$ cat src/rtl/serial_add_sub_pkg.sv
// ============================================================================
//  Module      : serial_add_sub_pkg
//  Description : Shared definitions for the bit-serial adder/subtractor:
//                FSM state encoding and a ceiling-log2 helper used to size
//                the bit counter.
//  Revision    : 1.0 - initial release
// ============================================================================
`default_nettype none

package serial_add_sub_pkg;

  // FSM state encoding (2-bit constants)
  typedef enum logic [1:0] {
    ST_IDLE = 2'd0,
    ST_RUN  = 2'd1,
    ST_DONE = 2'd2
  } state_e;

  // Ceiling log2 for elaboration-time sizing; returns 0 for value <= 1.
  function automatic int CLOG2(input int value);
    int r;
    r = 0;
    for (int i = 0; i < 32; i++) begin
      if ((64'd1 << i) < 64'(value)) r = i + 1;
    end
    return r;
  endfunction

endpackage

`default_nettype wire

$ cat src/rtl/full_adder.sv
// ============================================================================
//  Module      : full_adder
//  Description : One-bit full adder cell.
//  Ports       : a_i, b_i, cin_i  - addend bits and carry-in
//                sum_o            - a ^ b ^ cin
//                cout_o           - majority(a, b, cin)
//  Revision    : 1.0 - initial release
// ============================================================================
`default_nettype none

module full_adder (
  input  logic a_i,
  input  logic b_i,
  input  logic cin_i,
  output logic sum_o,
  output logic cout_o
);

  assign sum_o  = a_i ^ b_i ^ cin_i;
  assign cout_o = (a_i & b_i) | (a_i & cin_i) | (b_i & cin_i);

endmodule

`default_nettype wire

$ cat src/rtl/serial_add_sub.sv
// ============================================================================
//  Module      : serial_add_sub
//  Description : Bit-serial WIDTH-bit two's-complement adder/subtractor.
//                One bit per clock, LSB first, through a single full-adder
//                cell and a carry flip-flop.
//  Ports       : clk, rst          - clock, synchronous active-high reset
//                start             - request operation (ignored while busy)
//                sub               - 0: A+B+Cin, 1: A-B-Cin (Cin = borrow)
//                A, B, Cin         - operands, captured on accepted start
//                busy              - high while bits are processed
//                done              - one-cycle pulse when results update
//                S, Cout, OVF      - result, carry/no-borrow, signed overflow
//  Revision    : 1.0 - initial release
// ============================================================================
`default_nettype none

module serial_add_sub
  import serial_add_sub_pkg::*;
#(
  parameter int WIDTH = 8
) (
  input  logic             clk,
  input  logic             rst,
  input  logic             start,
  input  logic             sub,
  input  logic [WIDTH-1:0] A,
  input  logic [WIDTH-1:0] B,
  input  logic             Cin,
  output logic             busy,
  output logic             done,
  output logic [WIDTH-1:0] S,
  output logic             Cout,
  output logic             OVF
);

  localparam int CNT_W = (CLOG2(WIDTH) < 1) ? 1 : CLOG2(WIDTH);
  localparam logic [CNT_W-1:0] CNT_LAST = CNT_W'(WIDTH - 1);

  state_e           state_q;
  logic [WIDTH-1:0] opa_q;
  logic [WIDTH-1:0] opb_q;
  // Holds the WIDTH-1 low result bits; the MSB comes straight from the cell
  // on the completion edge.
  logic [WIDTH-2:0] res_q;
  logic [CNT_W-1:0] cnt_q;
  logic             carry_q;
  logic [WIDTH-1:0] s_q;
  logic             cout_q;
  logic             ovf_q;

  logic             sum_d;
  logic             carry_d;
  logic [WIDTH-1:0] res_d;

  full_adder u_fa (
    .a_i    (opa_q[0]),
    .b_i    (opb_q[0]),
    .cin_i  (carry_q),
    .sum_o  (sum_d),
    .cout_o (carry_d)
  );

  assign res_d = {sum_d, res_q};

  always_ff @(posedge clk) begin
    if (rst) begin
      state_q <= ST_IDLE;
      opa_q   <= '0;
      opb_q   <= '0;
      res_q   <= '0;
      cnt_q   <= '0;
      carry_q <= 1'b0;
      s_q     <= '0;
      cout_q  <= 1'b0;
      ovf_q   <= 1'b0;
    end else begin
      case (state_q)
        ST_IDLE, ST_DONE: begin
          if (start) begin
            // Subtraction is A + ~B + ~borrow: invert B and the carry-in.
            opa_q   <= A;
            opb_q   <= sub ? ~B : B;
            carry_q <= sub ? ~Cin : Cin;
            cnt_q   <= '0;
            state_q <= ST_RUN;
          end else begin
            state_q <= ST_IDLE;
          end
        end
        ST_RUN: begin
          opa_q   <= {1'b0, opa_q[WIDTH-1:1]};
          opb_q   <= {1'b0, opb_q[WIDTH-1:1]};
          res_q   <= res_d[WIDTH-1:1];
          carry_q <= carry_d;
          cnt_q   <= cnt_q + CNT_W'(1);
          if (cnt_q == CNT_LAST) begin
            s_q     <= res_d;
            cout_q  <= carry_d;
            // carry_q is the carry into the MSB on this edge.
            ovf_q   <= carry_q ^ carry_d;
            state_q <= ST_DONE;
          end
        end
        default: state_q <= ST_IDLE;
      endcase
    end
  end

  assign busy = (state_q == ST_RUN);
  assign done = (state_q == ST_DONE);
  assign S    = s_q;
  assign Cout = cout_q;
  assign OVF  = ovf_q;

endmodule

`default_nettype wire

$ cat config.mk
export PLATFORM = sky130hd
export DESIGN_NAME = serial_add_sub
export DESIGN_NICKNAME = d
export VERILOG_FILES = /design/src/rtl/serial_add_sub_pkg.sv /design/src/rtl/full_adder.sv /design/src/rtl/serial_add_sub.sv
export SDC_FILE = /design/constraint.sdc
export NUM_CORES = 1
export LEC_CHECK = 0
export CORE_UTILIZATION = 30
export CTS_CLUSTER_DIAMETER = 100
export CTS_CLUSTER_SIZE = 40
export DETAILED_ROUTE_END_ITERATION = 8
export REMOVE_ABC_BUFFERS = 1
export SLEW_MARGIN = 20
export SYNTH_ARGS = -nofsm -noshare
export SYNTH_HDL_FRONTEND = slang
export SYNTH_SLANG_ARGS = --single-unit
export TNS_END_PERCENT = 100
$ cat constraint.sdc
create_clock -name clk -period 1.7 [get_ports clk]
set_clock_uncertainty 0.15 [all_clocks]
set_input_delay 0.51 -clock clk [delete_from_list [all_inputs] [get_ports clk]]
set_output_delay 0.51 -clock clk [all_outputs]
set_load 0.01 [all_outputs]
==> results.yml, run 1 <==
min_path:
  worstHoldStart: "S[0]"
  hold_path_class: "register to register"
cells_and_area:
  num_antenna_cells: 0
  final_core_util_pct: 40.61
  syn2layout_area_growth_pct: 29.15
  drive_gt1_share_pct: 9.050
  seq_area_um2: 782.0
  mostFrequentLayoutCells: "38 x dfxtp_1, 36 x a21oi_1, 36 x nand2_1"
  num-fill-cells: 544
  nets: 244
  fin_area_um2: 2101
  layoutNonFillerInstCount: 291
  final_common_cell: "dfxtp_1"
  multi_input_area_um2: 737.0
run_status:
  run_status: "finished, final reports clean"
setup_path:
  crit_start: "state_q[0]"
  setup.worst_path.start_class: "register"
  cp_data_arrival_time_ns: 0.99
  r2r-start: "cnt_q[0]"
  crit_type: "register to primary output"
  endpoint_kind: "primary output"
  cp.required_ns: 1.04
  crit_path_max_fanout: 4
grt:
  overflow: 0
  grt_pass1_wl_um: 5499
  grt_max_degree: 40
  grt_usage_pct: 12.94
  grt_pass1_vias: 1207
  antenna_found_initial: 0
floorplan:
  core_area_um2: 5172
  floorplan.initialDensity_pct: 31.45
  die_area_um2: 5721
  die_w_um: 75.64
  ios: 33
  rows: 26
  die_h_um: 75.64
clocking:
  cts_max_path_buffers: 2
  post_cts_buffers: 0
  path_clk_slew_ns: 0.07
  htreeDepth: 2
  clock_latency_ns: 0.28
  clock_sinks: 39
  cts-buffers-inserted: 5
  cts_tree: "done"
  holdBufCountCts: 0
  ctsResizeCount: 18
  cts_root_buf: "clkbuf_8"
sta:
  setup_viol: 0
  period_share_pct: 96.85
  drv_slew: 0
  max_freq_mhz: 607.4
  finalHoldViolCount: 0
  max-slew-margin-rel_pct: 73.19
  setup_tns_ns: 0
  period_needed_ns: 1.646
  rsz0062_at_grt: "false"
  max_slew.worst_pin.slew_ns: 0.4009
logic_synthesis:
  yosysUniqueCellTypes: 22
  synth_area_um2: 1627
  yosys.area.top_type: "dfxtp_1"
  yosys_warnings: 0
  ys_ff_latch: 39
  synthCells: 187
  yosys.area.top_type_share_pct: 48.00
  avgSynthCellArea_um2: 8.698
  ys_seq_area_share_pct: 48.00
  synth_area_leaders: "dfxtp_1 48%, a21oi_1 11%, nand2_1 8.3%"
detailed_routing:
  vias: 1360
  first_pass_iters: 4
  antenna_left: 0
  first_iter_violations: 94
  wl_um: 3304
  viasPerCell: 4.674
  wl_per_cell_um: 11.35
  route.detailed.drc: 0
run:
  maxCapViolations: 0
power:
  swShare_pct: 24.76
  power_frac_clock_pct: 32.6
  power.internal_mw: 1.360
  power_mw: 1.808
  pwr-share-comb_pct: 13.6
  power.leakage_nw: 0.7955
  seqPwrFrac_pct: 53.9
  power.density_nw_per_um2: 860.6
  p_sw_mw: 0.4475
  peakVddDrop_mv: 0.4031
placed_design:
  dp.final_hpwl_um: 2031
  dp.cells: 283
  post_dp_cell_area_um2: 2034
  place.gp.congestion: 0.6979
  io_buffers: 32
-- cells in the mapped netlist (all sizes together) --
| cell type | number |
|---|---|
| ha | 2 |
| fa | 1 |
| clkbuf | 3 |
| nor2b | 2 |
| nand3b | 1 |
| a22oi | 15 |
| xnor2 | 1 |
| nor2 | 3 |
| inv | 1 |
| and3b | 1 |
| xor2 | 9 |
| a21oi | 36 |
| nand2b | 3 |
| o21a | 1 |
| dfxtp | 39 |
| a211oi | 1 |
| nand2 | 36 |
| nand3 | 20 |
| buf | 12 |
-- cell type report --
| cell class | instances | share of cell area (%) |
|---|---|---|
| Sequential cell | 39 | 37.22 |
| Multi-Input combinational cell | 132 | 35.08 |
| Timing Repair Buffer | 41 | 19.48 |
| Tap cell | 70 | 4.169 |
| Clock buffer | 7 | 3.633 |
| Clock inverter | 1 | 0.2382 |
| Inverter | 1 | 0.1787 |
-- critical path: stages, from the launching register on --
cell	delay, ns
dfxtp_1	0.35
nor2b_1	0.12
clkdlybuf4s15_2	0.23
-- worst paths after layout --
kind / endpoint / slack (ns) / cells after the start
worst max-delay path: done / 0.05 / 2
worst min-delay path: S[0] / 0.30 / 2
worst max register to register: S[4] / 0.18 / 5
worst min register to register: S[0] / 0.30 / 2
-- cell families (layout without fill, tap and decap cells) --
logic type	after synthesis	after routing	share of synthesized area, %
xor+xnor	10	10	5.385
fa+ha+maj	3	3	2.769
flops	39	39	48.00
compound gates	53	53	18.92
simple gates	66	66	18.23
buf+inv	16	50	6.691
-- power groups by stage --
stage / Sequential (mW) / Clock (mW) / Combinational (mW)
floorplan: 0.990 / 0 / 0.114
global placement: 0.994 / 0 / 0.247
detailed placement: 0.995 / 0 / 0.249
CTS: 0.973 / 0.615 / 0.247
global route: 0.978 / 0.654 / 0.271
finish: 0.974 / 0.589 / 0.245
-- sequential cells by signal, summed over array words and instances (netlist names) --
name	flops
S	8
opa_q	8
opb_q	8
res_q	7
cnt_q	3
state_q	2
Cout	1
OVF	1
carry_q	1
-- stage by stage --
stage / hold slack, ns / setup slack (ns)
after floorplan: 0.2760 / 0.03569
after global placement: 0.2897 / -0.09307
after detailed placement: 0.2945 / -0.1088
after CTS: 0.3039 / 0.03605
after global routing: 0.3209 / 0.0002685
final: 0.3009 / 0.05363
-- layer usage --
| layer | global-route usage (%) | wire (um) | share of wire, % | up-vias |
|---|---|---|---|---|
| li1 | - | - | - | 711 |
| met1 | 16.12 | 1615 | 49 | 613 |
| met2 | 21.23 | 1509 | 46 | 31 |
| met3 | 4.101 | 161 | 4.9 | 5 |
| met4 | 4.321 | 18 | 0.54 | 0 |
| met5 | 0 | 0 | 0 | - |
Note: power is estimated with default switching activity, not from simulation.
==> run 2: changes to the inputs <==
- CTS_BUF_LIST: unset -> sky130_fd_sc_hd__clkbuf_16
- PLACE_DENSITY: unset -> 0.49
==> run 2 against run 1 <==
Count of clock-buffer cells in the layout is 2 lower. Critical path depth is 1 higher. Total power is 15% higher. Final area is 3.6% higher. Largest cell class unchanged. Clock power is 47% higher. Highest routed layer unchanged. Die area stayed put. Core utilization is 1.5 points higher. Sequential cell count stayed put. Non-clock buffer count is 4 higher.
==> results.yml, run 2 (same netlist as run 1, synthesis figures left out) <==
run_status:
  run_status: "finished, final reports clean"
sta:
  period_needed_ns: 1.591
  drv_slew: 0
  rsz0062_at_grt: "false"
  setup_tns_ns: 0
  max_freq_mhz: 628.5
  max-slew-margin-rel_pct: 79.96
  finalHoldViolCount: 0
  whs_ns: 0.3012
  setup_slack_ns: 0.1089
  max_slew.worst_pin.slew_ns: 0.3006
  setup_viol: 0
  period_share_pct: 93.59
detailed_routing:
  antenna_left: 0
  met2_length_um: 1586
  first_iter_violations: 33
  wl_per_cell_um: 11.77
  viasPerCell: 4.631
  route.detailed.drc: 0
  vias: 1366
  first_pass_iters: 4
  top_layer_used: "met4"
  wl_met1_um: 1698
  wl_um: 3473
  wl_met3_um: 160
placed_design:
  dp.final_hpwl_um: 2167
  dp.cells: 287
  pre_cts_ws_ns: -0.1146
  place.gp.congestion: 0.6369
  post_dp_cell_area_um2: 2052
  io_buffers: 32
run:
  maxCapViolations: 0
floorplan:
  floorplan.initialDensity_pct: 31.45
  core_area_um2: 5172
  die_area_um2: 5721
  die_h_um: 75.64
  rows: 26
  ios: 33
  die_w_um: 75.64
cells_and_area:
  final_common_cell: "dfxtp_1"
  nets: 248
  fin_area_um2: 2176
  num_antenna_cells: 0
  layoutNonFillerInstCount: 295
  final_core_util_pct: 42.07
  drive_gt1_share_pct: 11.11
  mostFrequentLayoutCells: "37 x dfxtp_1, 36 x a21oi_1, 36 x nand2_1"
  syn2layout_area_growth_pct: 33.77
setup_path:
  crit_family: "flip-flops"
  slowest_delay_ns: 0.33
  setup.worst_path.start_class: "register"
  cp.required_ns: 1.04
  cp_data_arrival_time_ns: 0.93
  path_cells: "nand2b_4, inv_2, buf_2"
  crit_type: "register to primary output"
  endpoint_kind: "primary output"
  cp_slowest_cell: "dfxtp_2"
  cp_num_buf_inv: 2
  crit_path_max_fanout: 4
grt:
  grt_pass1_wl_um: 5982
  grt_usage_pct: 14.04
  antenna_found_initial: 0
  grt_pass1_vias: 1353
  grt_max_degree: 40
  overflow: 0
clocking:
  cts-buffers-inserted: 5
  htreeDepth: 2
  post_cts_buffers: 0
  clock_latency_ns: 0.27
  cts_root_buf: "clkbuf_16"
  cts_max_path_buffers: 2
  path_clk_slew_ns: 0.05
  holdBufCountCts: 0
  clock_sinks: 39
  cts_tree: "done"
power:
  peakVddDrop_mv: 0.4347
  power_mw: 2.086
  power.density_nw_per_um2: 958.6
  power.leakage_nw: 0.8409
min_path:
  hold_path_class: "register to register"
## run 2: cell count changes in the layout (fill, tap and decap cells not counted), sizes merged
cell	previous run	this run
buf	10	15
clkbuf	7	5
clkdlybuf4s15	1	0
clkinv	1	2
inv	1	2
## run 2: report_power, final
group	internal (mW)	switching, mW
sequential	0.953	0.0230
combinational	0.119	0.125
clock	0.527	0.339
## run 2: final cells by class
cell class	instances	area, um^2
clock buffers	5	125.1
fillers	544	2997
flip-flops and latches	39	783.3
clock inverters	3	11.26
repair buffers	45	420.4
multi-input cells	132	744.5
inverters	1	3.754
well taps	70	87.58
## run 2: path summary, 6_finish.rpt
| kind | start | to | slack (ns) | cells past startpoint |
|---|---|---|---|---|
| worst min-delay path | S[6] | S[6] | 0.30 | 2 |
| worst max-delay path | state_q[1] | busy | 0.11 | 3 |
| worst min register to register | S[6] | S[6] | 0.30 | 2 |
| worst max register to register | cnt_q[0] | OVF | 0.17 | 5 |
## run 2: per-layer routing
| layer | global-route usage [%] | vias up |
|---|---|---|
| li1 | - | 721 |
| met5 | 0 | - |
| met1 | 16.33 | 607 |
| met2 | 24.31 | 34 |
| met3 | 4.497 | 4 |
| met4 | 4.938 | 0 |
## run 2: worst reg2reg max path: cells and delay by family (launching register included)
family                   cells  cell delay (ns)
buffers and inverters        1             0.16
flip-flops                   1             0.32
adder cells (fa/ha/maj)      2             0.40
AND/OR/NAND/NOR              1             0.25
AO/OA/AOI/OAI                1             0.17
## run 2: timing repair
action / in CTS / in global routing
setup endpoints to repair: 12 / 1
endpoints found under the hold margin: 0 / 0
resized for setup: 21 / 1
